## config.mk

```make
export PLATFORM = sky130hd
export DESIGN_NAME = mux_rr_arbiter
export DESIGN_NICKNAME = d
export VERILOG_FILES = /design/src/rtl/mux_rr_arbiter.sv
export SDC_FILE = /design/constraint.sdc
export NUM_CORES = 1
export LEC_CHECK = 0
export CORE_MARGIN = 4
export CORE_UTILIZATION = 37
export DETAILED_ROUTE_END_ITERATION = 12
export PLACE_DENSITY_LB_ADDON = 0.12
export SYNTH_ARGS = -nofsm -noshare
export SYNTH_HDL_FRONTEND = slang
export SYNTH_SLANG_ARGS = --single-unit
```

## constraint.sdc

```tcl
create_clock -name clk -period 2.27 [get_ports clk]
set_input_delay 0.5675 -clock clk [delete_from_list [all_inputs] [get_ports clk]]
set_output_delay 0.5675 -clock clk [all_outputs]
set_load 0.005 [all_outputs]
```

## src/rtl/mux_rr_arbiter.sv

```systemverilog
// Round-robin select controller for a WIDTH-bit N:1 packet mux.
// A grant is held for a whole packet, or until MAX_BEATS beats have been sent.
module mux_rr_arbiter #(
  parameter int N         = 4,
  parameter int WIDTH     = 8,
  parameter int MAX_BEATS = 16,
  localparam int SELW     = (N > 1) ? $clog2(N) : 1,
  localparam int CNTW     = $clog2(MAX_BEATS + 1)
) (
  input  logic               clk,
  input  logic               rst,
  input  logic [N-1:0]       in_valid,
  input  logic [N*WIDTH-1:0] in_data,
  input  logic [N-1:0]       in_last,
  output logic [N-1:0]       in_ready,
  output logic               out_valid,
  output logic [WIDTH-1:0]   out_data,
  output logic               out_last,
  input  logic               out_ready,
  output logic [N-1:0]       gnt,
  output logic [SELW-1:0]    sel,
  output logic               busy,
  output logic               trunc
);

  typedef enum logic [0:0] {
    IDLE = 1'b0,
    BUSY = 1'b1
  } state_e;

  state_e            state_q, state_d;
  logic [N-1:0]      gnt_q, gnt_d;
  logic [SELW-1:0]   sel_q, sel_d;
  logic [SELW-1:0]   ptr_q, ptr_d;
  logic [CNTW-1:0]   cnt_q, cnt_d;
  logic              busy_q, busy_d;
  logic              trunc_q, trunc_d;

  logic [SELW-1:0]   pick_s;
  logic              at_limit_s;
  logic              beat_s;
  logic [WIDTH-1:0]  lane_s [N];

  // Lowest offset above 'last' wins; 'last' itself is scanned last.
  function automatic logic [SELW-1:0] rr_pick(input logic [N-1:0]    req,
                                              input logic [SELW-1:0] last);
    logic [SELW-1:0] pick;
    int              idx;
    pick = last;
    for (int k = N; k >= 1; k--) begin
      idx = (int'(last) + k) % N;
      if (req[idx[SELW-1:0]]) begin
        pick = idx[SELW-1:0];
      end else begin
        pick = pick;
      end
    end
    return pick;
  endfunction

  // Round-robin pick, beat detection and beat-limit flag.
  always_comb begin
    pick_s     = rr_pick(in_valid, ptr_q);
    at_limit_s = (cnt_q == CNTW'(MAX_BEATS - 1));
    beat_s     = out_valid & out_ready;
  end

  // Split the flat data bus into per-requester lanes.
  always_comb begin
    for (int i = 0; i < N; i++) begin
      lane_s[i] = in_data[i*WIDTH +: WIDTH];
    end
  end

  // Combinational datapath: steer the granted requester to the output.
  always_comb begin
    out_valid = 1'b0;
    out_data  = '0;
    out_last  = 1'b0;
    in_ready  = '0;
    if (state_q == BUSY) begin
      out_valid       = in_valid[sel_q];
      out_data        = lane_s[sel_q];
      out_last        = in_last[sel_q] | at_limit_s;
      in_ready[sel_q] = out_ready;
    end else begin
      out_valid = 1'b0;
      out_data  = '0;
      out_last  = 1'b0;
      in_ready  = '0;
    end
  end

  // Grant sequencing: arbitrate in IDLE, count beats and release in BUSY.
  always_comb begin
    state_d = state_q;
    gnt_d   = gnt_q;
    sel_d   = sel_q;
    ptr_d   = ptr_q;
    cnt_d   = cnt_q;
    trunc_d = 1'b0;
    case (state_q)
      IDLE: begin
        if (|in_valid) begin
          state_d = BUSY;
          sel_d   = pick_s;
          gnt_d   = {{(N-1){1'b0}}, 1'b1} << pick_s;
          cnt_d   = '0;
        end else begin
          gnt_d   = '0;
        end
      end
      BUSY: begin
        if (beat_s && out_last) begin
          // sel is kept so the mux stays parked on the last owner.
          state_d = IDLE;
          gnt_d   = '0;
          ptr_d   = sel_q;
          trunc_d = ~in_last[sel_q];
        end else if (beat_s) begin
          cnt_d   = cnt_q + CNTW'(1);
        end else begin
          cnt_d   = cnt_q;
        end
      end
      default: begin
        state_d = IDLE;
        gnt_d   = '0;
      end
    endcase
    busy_d = (state_d == BUSY);
  end

  // State and registered outputs, synchronous reset.
  always_ff @(posedge clk) begin
    if (rst) begin
      state_q <= IDLE;
      gnt_q   <= '0;
      sel_q   <= '0;
      ptr_q   <= SELW'(N - 1);
      cnt_q   <= '0;
      busy_q  <= 1'b0;
      trunc_q <= 1'b0;
    end else begin
      state_q <= state_d;
      gnt_q   <= gnt_d;
      sel_q   <= sel_d;
      ptr_q   <= ptr_d;
      cnt_q   <= cnt_d;
      busy_q  <= busy_d;
      trunc_q <= trunc_d;
    end
  end

  assign gnt   = gnt_q;
  assign sel   = sel_q;
  assign busy  = busy_q;
  assign trunc = trunc_q;

endmodule

```

## Word-level counts from Yosys, hierarchy flattened

Index checks and enable logic that the tools add are counted.

| storage, ports and cells | value |
|---|---|
| bits in registers | 15 |
| bits of input ports | 43 |
| output and inout port bits | 22 |
| logic and storage cells | 73 |

| operators by class | value |
|---|---|
| $add $sub $neg | 5 |
| magnitude comparators | 7 |
| eq/ne operators | 5 |
| shift operators | 1 |
| muxes and demuxes | 35 |
| bitwise gates (word level) | 7 |
| reduce and logical (&&, ||, !) cells | 7 |

Operators with widths:

| cell | number |
|---|---|
| 2-to-1 mux 8 bit | 3 |
| binary-select mux 8 bit (select 2 bit) | 1 |
| < comparator 2 x 3 -> 1 bit (second input constant) | 5 |
| 2-to-1 mux 5 bit | 3 |
| binary-select mux 1 bit (select 2 bit) | 6 |
| 2-to-1 mux 4 bit | 3 |
| 2-to-1 mux 1 bit | 11 |
| case mux 5 bit (2 select lines) | 1 |
| 2-to-1 mux 2 bit | 4 |
| case mux 4 bit (2 select lines) | 1 |
| adder 5 x 1 -> 5 bit (second input constant) | 1 |
| equality test 5 x 4 -> 1 bit (second input constant) | 1 |
| adder 2 x 1 -> 2 bit (second input constant) | 2 |
| adder 2 bit (second input constant) | 2 |
| AND 4 bit | 1 |
| inequality test 2 x 1 -> 1 bit (second input constant) | 2 |
| inequality test 2 bit (second input constant) | 2 |
| AND reduction 2 bit | 2 |
| OR reduction 4 bit | 1 |
| << shifter 1 x 2 -> 4 bit (first input constant) | 1 |
| >= comparator 3 bit (second input constant) | 1 |
| inverter 1 bit | 3 |
| inverter 2 -> 3 bit | 1 |
| AND reduction 3 bit | 1 |
| other kinds (7) | 8 |

## Depth between registers and ports, before layout

| depth | value |
|---|---|
| depth in word-level cells | 10 |
| gate-level depth with buffers | 8 |
| depth with buffers taken out | 8 |

## Worst setup path before layout

Ideal clock, no wire load.

| timing path | value |
|---|---|
| path type | register -> output |
| start point | register sel_q[0] (netlist: sel[0]) |
| end point | output port out_data[0] |
| arrival | 1405 ps |
| path slack | 297 ps |
| stages on the path, launching flop included | 5 |
| cells stage by stage | dfxtp_1 > buf_6 > buf_2 > mux4_2 > and2_1 |

| between the ends | value |
|---|---|
| cells in the longest elaborated chain, start to end | 5 |

Ends and longest elaborated chain:

| what | RTL line | source |
|---|---|---|
| start, declared | 33 | `logic [SELW-1:0] sel_q, sel_d;` |
| start signal, assigned | 147 | `sel_q <= sel_d;` |
| inverter 2 -> 3 bit (not written as such) | 83 | `out_data = lane_s[sel_q];` |
| binary-select mux 8 bit (select 2 bit) | 83 |  |
| 2-to-1 mux 8 bit (not written as such) (2 in series) | 83 |  |
| 2-to-1 mux 8 bit | 81 | `if (state_q == BUSY) begin` |
| end, declared | 17 | `output logic [WIDTH-1:0] out_data,` |

Every way passes these cells. The select of a mux whose other input is x is not followed.

## Final worst setup path

| timing path | value |
|---|---|
| start point | input port in_data[20] |
| end point | output port out_data[4] |

| between the ends | value |
|---|---|
| cells in the longest elaborated chain, start to end | 4 |

Ends and longest elaborated chain:

| what | RTL line | source |
|---|---|---|
| start, declared | 13 | `input logic [N*WIDTH-1:0] in_data,` |
| binary-select mux 8 bit (select 2 bit) | 83 |  |
| 2-to-1 mux 8 bit (not written as such) (2 in series) | 83 |  |
| 2-to-1 mux 8 bit | 81 |  |

Every way passes these cells. The select of a mux whose other input is x is not followed.

==> flow_summary.ini <==
[outcome]
status = finished with violations
violations = negative setup slack

[sta]
fin_crit_ps = 2270
finalCritPeriodShare_pct = 100
slew_headroom_pct = 63.2
tns_ps = -2.50
setup-violations-final = 1
skew_ps = 0.820
slew_viol_final = 0
max_freq_mhz = 440
finalHoldViolations = 0
rsz0062_at_grt = yes
setup_slack_ps = -2.50
tightest_slew_ps = 550

[place]
preCtsSetupSlack_ps = -336
gp_congestion = 0.796
dp_cells = 232
place_area_sq_um = 1920
numPortBuffers = 64
dp_hpwl_um = 2820

[synth]
synthArstFlopShare_pct = 0
ys_types = 32
synth_top_cell_by_area = dfxtp_1
synth_top_area_share_pct = 27.5
synth_edf_count = 0
netlist_instances = 121
synthesis.nets = 166
synthTopCellsByArea = dfxtp_1 27%, mux4_2 16%, and2_1 5.1%
synth_flop_cell = dfxtp_1
ys_warn_count = 0
avgSynthCellArea_sq_um = 9.04
ys_top_cells_by_count = 15 x dfxtp_1, 15 x nor2_1, 9 x and2_1
netlist_area_sq_um = 1090
synth-seq-area-share_pct = 27.5
ys_seq_elements = 15

[setup_path]
worstPathRequired_ps = 1700
worst_path_max_delay_cell = mux4_2
cpPeakStageDelay_ps = 470
crit_chain = clkdlybuf4s50_1 -> mux4_2 -> and2_4 -> clkbuf_2
worstSetupEndpointType = output port
crit_arrival_ps = 1700
startpoint_type = input pin
cp.depth = 4
crit_fanout = 1
worstSetupPathType = in -> out
reg2regPathDepth = 10
worst-path-buf-inv = 2
path_delay_family = buffers and inverters

[floorplan]
io_pins = 65
die_h_um = 62.4
die-area_sq_um = 3890
fp.dieW_um = 62.4
initial_core_util_pct = 39.3
rows = 19
core_area_sq_um = 2780

[final_layout]
fillCellCount = 193
antenna_cells = 0
drive_gt1_share_pct = 33.7
final_nets = 254
final_area_sq_um = 2080
instances_no_fill = 239
multi_input_area_sq_um = 795
syn_to_final_growth_pct = 90.5
seq_area_sq_um = 308

[clocking]
path_clk_slew_ps = 90
cts-buffers-inserted = 3
clock_latency_ps = 290
htreeDepth = 1
cts_tree = yes
cts.sinks = 15
clk_path_buf_depth = 2
cts_root_buf = clkbuf_4

[pwr]
leakage_nw = 1.10
combinationalPowerShare_pct = 43.3
cell_internal_pwr_uw = 569
powerDensity_nw_per_um2 = 385
swShare_pct = 29.0
p_total_uw = 802
vdd_drop_max_v = 0.000605
pwr-share-clk_pct = 20.0
p_seq_share_pct = 36.7
p_sw_uw = 233

[global_route]
grt-ovfl-total = 0
antenna_found_initial = 0
grt_pass1_wl_um = 6000
grt_max_degree = 16
track_usage_pct = 18.5
grt_pass1_vias = 1262

[drt]
drc = 0
vias = 1251
wl_per_cell_um = 15.6
first_iter_violations = 29
postRouteAntennaNets = 0
drtPass1Iterations = 4
vias_per_cell = 5.23
wl_um = 3740

[worst_hold_path]
holdCritPathClass = reg -> reg
hold_depth = 2

[run]
drv_cap = 0
## power by group through the flow
stage               Sequential, mW  Clock (mW)  Combinational, mW
finish                       0.295       0.160              0.347
global route                 0.297       0.184              0.377
CTS                          0.295       0.165              0.328
detailed placement           0.300           0              0.342
global placement             0.299           0              0.336
floorplan                    0.291           0              0.152
## metrics by stage
stage	utilization [%]	hold WS, ps
global placement	69.1	457
finish	74.9	476
global route	74.9	518
floorplan	-	464
CTS	69.0	479
detailed placement	69.1	461
## state kept, by name, indices dropped and copies added, names as in the netlist
name,count
trunc,1
ptr_q,2
cnt_q,5
busy,1
gnt,4
sel,2
## tightest hold or removal path, delay by kind of cell (launching register included)
family | cells | cell delay, ps
flip-flops | 1 | 320
AND/OR/NAND/NOR | 1 | 60
AO/OA/AOI/OAI | 1 | 60
## layer usage
metal	global-route usage, %	routed length, um
met1	24.1	1670
met2	30.1	1830
met3	4.68	212
met4	5.31	26
met5	0	0
## final cells by class
| cell class | instances | area share (%) |
|---|---|---|
| Tap cell | 31 | 1.86 |
| Clock buffer | 3 | 1.08 |
| Timing Repair Buffer | 90 | 43.4 |
| Inverter | 3 | 0.541 |
| Sequential cell | 15 | 14.8 |
| Clock inverter | 1 | 0.240 |
| Multi-Input combinational cell | 96 | 38.1 |
## final timing paths
kind / startpoint / end / slack (ps)
min reg2reg: gnt[1] / gnt[1] / 480
max: in_data[20] / out_data[4] / -2
min: gnt[1] / gnt[1] / 480
max reg2reg: cnt_q[0] / cnt_q[3] / 190
## kinds of logic after synthesis
family,synth area share [%]
simple gates,27.5
xor+xnor,0.801
mux,24.5
fa+ha+maj,2.29
compound gates,13.0
flops,27.5
buf+inv,4.46
## placed cells by master (no fill, tap or decap), types with 2 or more instances in the layout
master,Yosys,routed
and2_1,9,2
nand2_1,8,8
nand2b_1,3,3
o21a_1,2,2
o21ai_0,3,3
buf_2,3,3
or3_1,2,2
mux2_2,3,3
dlymetal6s2s_1,0,31
clkbuf_4,0,3
mux2i_1,4,4
buf_6,1,5
and2_4,0,7
clkdlybuf4s50_1,0,17
ha_4,0,2
dlygate4sd2_1,0,7
nor2_1,15,15
nand3b_1,5,5
mux4_2,8,8
a21oi_1,7,7
buf_4,0,25
a21o_1,2,2
nor3_1,2,2
dfxtp_1,15,11
inv_1,3,3
nand3_1,8,8
dfxtp_2,0,3
## what timing repair did
item,4_1_cts,5_1_grt
buffers inserted,0,3
endpoints found under the setup margin,14,10
pin swaps,1,3
gates resized for setup,42,53
gates cloned,0,0
hold buffers,0,0
Power figures use the tool's default switching activity.
==> RTL change: new RTL, same flow settings <==
`WIDTH`: 8 -> 9.
--- a/src/rtl/mux_rr_arbiter.sv
+++ b/src/rtl/mux_rr_arbiter.sv
@@ -2,7 +2,7 @@
 // A grant is held for a whole packet, or until MAX_BEATS beats have been sent.
 module mux_rr_arbiter #(
   parameter int N         = 4,
-  parameter int WIDTH     = 8,
+  parameter int WIDTH     = 9,
   parameter int MAX_BEATS = 16,
   localparam int SELW     = (N > 1) ? $clog2(N) : 1,
   localparam int CNTW     = $clog2(MAX_BEATS + 1)
Interface: changed (resized in_data and out_data); port bits go from 65 to 70. No check against the original RTL was run, so the function may have changed too.
==> RTL change against the unedited design <==
- global-route usage rose by 0.18 points
- sequential cell count unchanged
- area after synthesis increased by 3.0%
- final area grew 2.9%
- via count increased by 3.4%
- routed wire length increased by 5.6%
- total power grew 2.0%
- critical path type unchanged
- synthesized cell count grew 0.83%
- clock power down 3%
- combinational power grew 6.3%
- hold slack improved by 1.5 ps
- die area is 2.6% higher
- setup slack better by 8.3 ps
- register-to-register slack worse by 40 ps
==> RTL change: results <==
group,metric,value,unit
outcome,run_status,"complete, no violations",
placed_design,gp_congestion,0.785,
drt,dr.pass1.iters,4,
clock_tree,cts-root-buf,"clkbuf_4",
clock_tree,cts_max_path_buffers,2,
synth,synthMuxAreaShare,26.0,%
global_routing,grt_first_pass_wirelength,6150,µm
synth,synth_area_leaders,"dfxtp_1 (27%), mux4_2 (16%), and2_1 (6.1%), nor2_1 (5.0%), mux2i_1 (4.4%)",
timing,clock_skew,0.933,ps
final_layout,regArea,305,µm²
placed_design,port-buffer-count,69,
synth,synth-compound-area-share,12.7,%
placed_design,postPlaceCellArea,1990,µm²
drt,wire_per_inst,16.2,µm
synth,synthAdderAreaFrac,2.22,%
global_routing,antenna_found_initial,0,
placed_design,place_inst,236,
placed_design,dp_hpwl,2890,µm
synth,ys_warn_count,0,
drt,drtIter0Drc,44,
synth,synth.distinct_cells,34,
final_layout,n_all_buffers,93,
global_routing,grt.total_usage,18.7,%
worst_setup_path,crit_fanout,1,
drt,num_vias,1294,
final_layout,n_sequential_cell,15,
final_layout,clkCellAreaFrac,1.23,%
synth,synth_common_cells,"dfxtp_1 (15), nor2_1 (15), and2_1 (11)",
min_path,min_path_cells,2,
final_layout,nonClkBufAreaFrac,43.9,%
final_layout,drive_above_1_share,33.5,%
placed_design,place_ws,-378,ps
synth,yosys.area_share.xor_xnor,0.778,%
final_layout,fill_cells,215,
final_layout,nets,262,
synth,synth_nets,171,
final_layout,multi_input_area_share,38.3,%
timing,slew_headroom,65.4,%
synth,seq_area_frac_synth,26.7,%
final_layout,num-multi-input-gates,97,
power,irDropWorstVdd,0.000498,V
worst_setup_path,max_stage_delay,450,ps
drt,totalWireLength,3950,µm
final_layout,diodes,0,
worst_setup_path,slowest_stage,"mux4_2",
final_layout,sh_seq_area,14.2,%
global_routing,grt_start_max_net_pins,16,
final_layout,num-clock-buffers,4,
synth,postSynthCellCount,122,
synth,async_flop_share,0,%
global_routing,grt_pass1_vias,1250,
power,p_leak,0.00112,µW
[RTL change: kinds of logic after synthesis]
group	count (synthesis)
buffers and inverters	10
AO/OA/AOI/OAI	20
multiplexers	17
AND/OR/NAND/NOR	57
XOR/XNOR	1
flip-flops	15
adder cells (fa/ha/maj)	2
[RTL change: power by group]
group / switching, µW / internal, µW
sequential: 16.4 / 277
clock: 87.4 / 68.2
combinational: 130 / 239
total: 233 / 585
[RTL change: final timing paths]
kind	to	startpoint	slack (ps)
worst max-delay path	out_data[7]	in_data[16]	6
worst min-delay path	gnt[2]	gnt[2]	480
worst max register to register	cnt_q[3]	cnt_q[1]	150
worst min register to register	gnt[2]	gnt[2]	480
[RTL change: what timing repair did]
action / CTS / global route
setup buffers: 2 / 1
setup endpoints to repair: 15 / 12
gates resized for setup: 46 / 57
pin swaps: 1 / 3
[RTL change: metal layers]
layer	wire [µm]	GRT usage [%]
met1	1670	23.9
met2	1940	32.0
met3	330	4.97
met4	10	2.48
met5	0	0
